`src/rtl/q_pkg.sv`:
```
// rtl/q_pkg.sv - shared defaults and the occupancy-count width helper for q_pipe
package q_pkg;

  localparam int DEF_WIDTH = 8;
  localparam int DEF_DEPTH = 4;

  function automatic int cnt_w(input int depth);
    return $clog2(depth + 1);
  endfunction

endpackage

```
`src/rtl/q_cell.sv`:
```
// rtl/q_cell.sv - one pipeline stage: data register, full flag, load/vacate update
module q_cell
  import q_pkg::*;
#(
  parameter int WIDTH = DEF_WIDTH
) (
  input  logic             clk,
  input  logic             rst,
  input  logic             flush,
  input  logic             src_valid,
  input  logic             vacate,
  input  logic [WIDTH-1:0] src_data,
  output logic             full,
  output logic [WIDTH-1:0] data
);

  logic load;

  // A full stage may reload on the same edge it hands its word onward.
  assign load = src_valid && (!full || vacate);

  always_ff @(posedge clk) begin
    if (rst) begin
      full <= 1'b0;
      data <= '0;
    end else if (flush) begin
      full <= 1'b0;
    end else if (load) begin
      full <= 1'b1;
      data <= src_data;
    end else if (vacate) begin
      full <= 1'b0;
    end
  end

endmodule

```
`src/rtl/q_pipe.sv`:
```
// rtl/q_pipe.sv - elastic valid/ready pipeline of DEPTH q_cell stages
module q_pipe
  import q_pkg::*;
#(
  parameter int WIDTH = DEF_WIDTH,
  parameter int DEPTH = DEF_DEPTH
) (
  input  logic                      clk,
  input  logic                      rst,
  input  logic                      flush,
  input  logic                      pi,
  input  logic [WIDTH-1:0]          din,
  output logic                      po,
  output logic                      so,
  output logic [WIDTH-1:0]          dout,
  input  logic                      si,
  output logic [DEPTH-1:0]          f,
  output logic [cnt_w(DEPTH)-1:0]   count
);

  localparam int CW = cnt_w(DEPTH);

  logic [DEPTH-1:0] vac;
  logic [DEPTH-1:0] src_valid;
  logic [WIDTH-1:0] stage_data [DEPTH];
  logic             in_ready;
  logic             rdy;

  // Vacate chain ripples from si back toward the input stage.
  always_comb begin
    vac = '0;
    rdy = si;
    for (int i = DEPTH - 1; i >= 0; i--) begin
      vac[i] = f[i] && rdy;
      rdy    = !f[i] || vac[i];
    end
    in_ready = rdy;
  end

  assign po = in_ready && !rst && !flush;

  genvar g;
  generate
    for (g = 0; g < DEPTH; g++) begin : g_stage
      if (g == 0) begin : g_head
        assign src_valid[g] = pi && po;
        q_cell #(.WIDTH(WIDTH)) u_cell (
          .clk       (clk),
          .rst       (rst),
          .flush     (flush),
          .src_valid (src_valid[g]),
          .vacate    (vac[g]),
          .src_data  (din),
          .full      (f[g]),
          .data      (stage_data[g])
        );
      end else begin : g_body
        assign src_valid[g] = f[g-1] && vac[g-1];
        q_cell #(.WIDTH(WIDTH)) u_cell (
          .clk       (clk),
          .rst       (rst),
          .flush     (flush),
          .src_valid (src_valid[g]),
          .vacate    (vac[g]),
          .src_data  (stage_data[g-1]),
          .full      (f[g]),
          .data      (stage_data[g])
        );
      end
    end
  endgenerate

  assign so   = f[DEPTH-1];
  assign dout = stage_data[DEPTH-1];

  always_comb begin
    count = '0;
    for (int i = 0; i < DEPTH; i++) begin
      count = count + CW'(f[i]);
    end
  end

endmodule

```
`config.mk`:
```
export PLATFORM = sky130hd
export DESIGN_NAME = q_pipe
export DESIGN_NICKNAME = d
export VERILOG_FILES = /design/src/rtl/q_pkg.sv /design/src/rtl/q_cell.sv /design/src/rtl/q_pipe.sv
export SDC_FILE = /design/constraint.sdc
export NUM_CORES = 1
export LEC_CHECK = 0
export BUFFER_PORTS_ARGS = -buffer_cell sky130_fd_sc_hd__buf_2
export CAP_MARGIN = 20
export CORE_ASPECT_RATIO = 2
export CORE_MARGIN = 1
export CORE_UTILIZATION = 51
export CTS_BUF_LIST = sky130_fd_sc_hd__clkbuf_4
export DETAILED_ROUTE_END_ITERATION = 10
export PLACE_DENSITY = 0.87
export RECOVER_POWER = 100
export SYNTH_ARGS = -nofsm -noshare
export SYNTH_HDL_FRONTEND = slang
export SYNTH_SLANG_ARGS = --single-unit
```
`constraint.sdc`:
```
create_clock -name clk -period 1.63 [get_ports clk]
set_input_delay 0 -clock clk [delete_from_list [all_inputs] [get_ports clk]]
set_output_delay 0 -clock clk [all_outputs]
set_load 0.005 [all_outputs]
```
---- Word-level counts from Yosys, hierarchy flattened ----
Cells that the tools add are included.
storage, ports and cells
  logic and storage cells ................. 53
  register bits ........................... 36
  input port bits ......................... 13
  output and inout port bits .............. 17
cells by class
  add/subtract/negate cells ............... 3
  multiplexer cells ....................... 8
  bitwise logic cells ..................... 1
  reductions and logical operators ........ 33
operator list
  cell                  count
  logical AND 1 bit     14
  2-to-1 mux 1 bit      8
  AND reduction 2 bit   4
  nonzero test 2 bit    4
  zero test 1 bit       6
  logical OR 1 bit      4
  adder 2 x 1 -> 3 bit  1
  adder 3 x 1 -> 3 bit  1
  adder 1 x 1 -> 2 bit  1
  OR reduction 2 bit    1
  NOT 1 bit             1

---- Logic depth before layout (Yosys ltp) ----
  word-level depth ........................ 13
  depth in mapped cells ................... 6

---- By module ----
A second synthesis with hierarchy kept.
unflattened totals
  cell total of the unflattened synthesis .. 174
  area total of the unflattened synthesis .. 1796.7 sq um
modules (own cells, without submodules)
  module  cells an instance  area an instance (sq um)  times used
  q_cell  39                 410.4                     4
  q_pipe  18                 155.1                     1

---- Worst setup path before layout ----
No wires, ideal clock.
  path type ............................... reg-to-output
  start ................................... reg g_stage[0].g_head.u_cell.full
  end ..................................... out count[1]
  stages on the path, launching flop included .. 7
  path buffers ............................ 1
  arrival ................................. 1.601 ns
  slack ................................... 0.029 ns
  cell sequence ........................... dfxtp_1 clkinv_1 clkbuf_1 fa_1 inv_1 ha_1 ha_1
between the ends
  cells in the longest elaborated chain, start to end .. 3
ends and longest elaborated chain
  item                    line          RTL
  from (decl)             q_cell.sv:13  output logic full,
  from (signal assigned)  q_cell.sv:24  full <= 1'b0;
  from (signal assigned)  q_cell.sv:27  full <= 1'b0;
  from (signal assigned)  q_cell.sv:29  full <= 1'b1;
  adder 1 x 1 -> 2 bit    q_pipe.sv:79  count = count + CW'(f[i]);
  adder 2 x 1 -> 3 bit    q_pipe.sv:79
  adder 3 x 1 -> 3 bit    q_pipe.sv:79
  to (decl)               q_pipe.sv:18  output logic [cnt_w(DEPTH)-1:0] count
Every way passes these cells.

---- Worst setup path in the final report ----
  start ................................... reg g_stage[3].g_body.u_cell.full
  end ..................................... out count[1]
between the ends
  cells in the longest elaborated chain, start to end .. 1
ends and longest elaborated chain
  item                    line
  from (decl)             q_cell.sv:13
  from (signal assigned)  q_cell.sv:24
  from (signal assigned)  q_cell.sv:27
  from (signal assigned)  q_cell.sv:29
  adder 3 x 1 -> 3 bit    q_pipe.sv:79
Every way passes these cells.

==> out/qor.csv <==
metric,value,unit
outcome,"complete, but fails checks",
failing checks,setup timing,
register area,724,um^2
initial antenna violation count,0,
drt pass-1 iters,4,
Vias/cell,5.57,
fmax,551,MHz
Main synth FF type,dfxtp_1,
total gr overflow,0,
clk_skew,0.0116,ns
cell area after layout,1930,um^2
first-pass GRT wire length,5.58,mm
Pwr Density,762,nW/um^2
Post-Syn Area per Cell,9.24,um^2
GPL Wtd Cong,0.752,
Core ar.,2940,um^2
IO Pins,30,
largest net degree at the start of global routing,25,
Tot Pwr,0.00147,W
DP Area,1740,um^2
die area,3320,um^2
DRT Wirelength,3.17,mm
crit end category,primary output,
Fill cells,234,
Max-slew headroom,69.1,%
die height,80.5,um
crit-path max FO,2,
CTS max path bufs,2,
Synth top area share,45.9,%
total CTS buffers,5,
Final Hold Vio Count,0,
DRC Markers,0,
Tcrit/Tclk final,111,%
worst-margin pin slew,0.464,ns
nets,227,
worst setup margin,-0.185,ns
initial DRC count,21,
Global Route Usage Sum,23.6,%
Worst-path clk slew,0.11,ns
RR Startpoint,g_stage[2].g_body.u_cell.full$_SDFFE_PP0P_,
Hold WC Path Type,primary input to flip-flop,
Synth area leader,dfxtp_1,
clk root buf,clkbuf_4,
vias post-DR,1343,
ys async rst share,0,%
number of antenna diodes,0,
critical path type,flip-flop to primary output,
Post-DRT Antenna Nets,0,
Final Slew Violations,0,
Critical Path AT,1.82,ns
syn nets,186,
# clock sinks,36,
TritonCTS clock tree,done,
Hold Path Origin,rst,
WL/cell,13.2,um
P_leak,0.754,nW
buffers added on ports,29,
Synth warnings,0,
num rows,28,
critical path required time,1.63,ns
Die X,41.3,um
unrepaired setup endpoints after global routing,yes,
vias in the first global route,1380,
Worst setup SP type,flip-flop,
worst vdd ir,0.570,mV
sequential area share after synthesis,45.9,%
Syn-to-layout area delta,23.1,%
minimum clock period,1.82,ns
area occupied by multi-input gates,749,um^2
Netlist cell types,28,
mapped cell area,1570,um^2
start point of the critical path,g_stage[3].g_body.u_cell.full$_SDFFE_PP0P_,
Starting Density,53.4,%
Final HPWL DP,2.21,mm
post-synthesis register bit count,36,
H-Tree Depth,2,
Post-synth EDFFs,0,
clock latency on the worst-skew pair,0.34,ns
Synth Instances,170,
Max-cap violations,0,
Final setup viols,3,
largest cells by area after synthesis,"dfxtp_1 46%, mux2i_1 10%, nand2_1 5.7%",
proportion of layout cells with a drive suffix above 1,24.6,%
Fin Setup TNS,-0.315,ns
[synthesized netlist by cell type (4+ instances only)]
master / instances
nand2_1: 24
o2111ai_1: 8
nand3_1: 15
dfxtp_1: 36
inv_1: 5
clkbuf_1: 9
mux2i_1: 16
buf_4: 4
o21ai_1: 8
o221ai_1: 7
a21oi_1: 10
[stage by stage]
step                      util, %  std cells  hold WS [ns]  worst slack (ns)
final                        65.7        241        0.0407            -0.185
after global routing         65.7        241        0.0462            -0.242
after CTS                    66.5        241        0.0308            -0.208
after detailed placement     59.2        222         0.273            0.0479
after global placement       59.2        222         0.264             0.126
after floorplan                 -        170        0.0339            0.0293
[placed cells by master (no fill, tap or decap), types with 2 or more instances in the layout]
cell type and count:
nand2_1 24, buf_2 18, nand2b_1 2, nand3_1 15
a211oi_1 2, dfxtp_2 3, nor3_1 3, clkbuf_4 8
inv_1 4, clkbuf_2 5, a21oi_1 10, dlygate4sd3_1 10
clkbuf_1 9, o221ai_1 7, buf_4 7, buf_6 3
inv_2 2, ha_4 2, dfxtp_1 33, o21ai_1 7
o2111ai_1 8, nor2b_1 3, mux2i_1 16
[report_power, final]
group          total (W)  switching (W)  internal [W]  leakage (nW)
logic           0.000123      0.0000630     0.0000601         0.430
clock network   0.000454       0.000279      0.000175        0.0315
registers       0.000897     0.00000538      0.000892         0.293
[worst max-delay path, stage by stage, from the launching register on]
cell	delay, ns
dfxtp_2	0.35
inv_2	0.04
fa_1	0.55
inv_2	0.05
ha_4	0.15
ha_4	0.26
buf_6	0.08
[logic make-up after synthesis]
logic type	count (synthesis)	synth area share [%]
compound gates	37	16.8
fa+ha+maj	3	2.87
buf+inv	26	8.36
flops	36	45.9
mux	16	10.2
simple gates	52	15.9
[path summary, 6_finish.rpt]
kind              slack (ns)  cells after the start                                             to
hold / removal          0.04                      3  g_stage[3].g_body.u_cell.data[0]$_SDFFE_PP0P_
setup reg to reg           0                      5  g_stage[0].g_head.u_cell.data[3]$_SDFFE_PP0P_
hold reg to reg         0.46                      2  g_stage[2].g_body.u_cell.data[6]$_SDFFE_PP0P_
setup / recovery       -0.19                      6                                       count[1]
[flip-flops by register name (all words and copies together), names as in the netlist]
signal and count:
g_stage.g_body.u_cell.full 3, g_stage.g_head.u_cell.data 8, g_stage.g_head.u_cell.full 1, g_stage.g_body.u_cell.data 24
[per-layer routing]
| layer | share of wire [%] | wire [um] | vias to the layer above | GRT usage, % |
|---|---|---|---|---|
| met4 | 1.4 | 44 | 0 | 10.0 |
| met3 | 3.2 | 101 | 4 | 4.70 |
| met2 | 57 | 1800 | 30 | 41.3 |
| met5 | 0 | 0 | - | 0 |
| li1 | - | - | 686 | - |
| met1 | 39 | 1220 | 623 | 25.0 |
[final cells by class]
cell class	instances	area share, %
clock buffer	6	2.33
clock inverter	1	0.259
inverter	6	1.16
multi-input combinational	108	38.7
sequential	36	37.5
tap	30	1.94
timing repair buffer	54	18.1
[repair_timing]
item                                    4_1_cts  5_1_grt
endpoints found under the setup margin        3       12
hold endpoints to repair                     12        0
gates resized for setup                      10        3
buffers inserted                              1        1
pin swaps                                     2        1
hold buffers                                 11        0
Power figures use the tool's default switching activity.
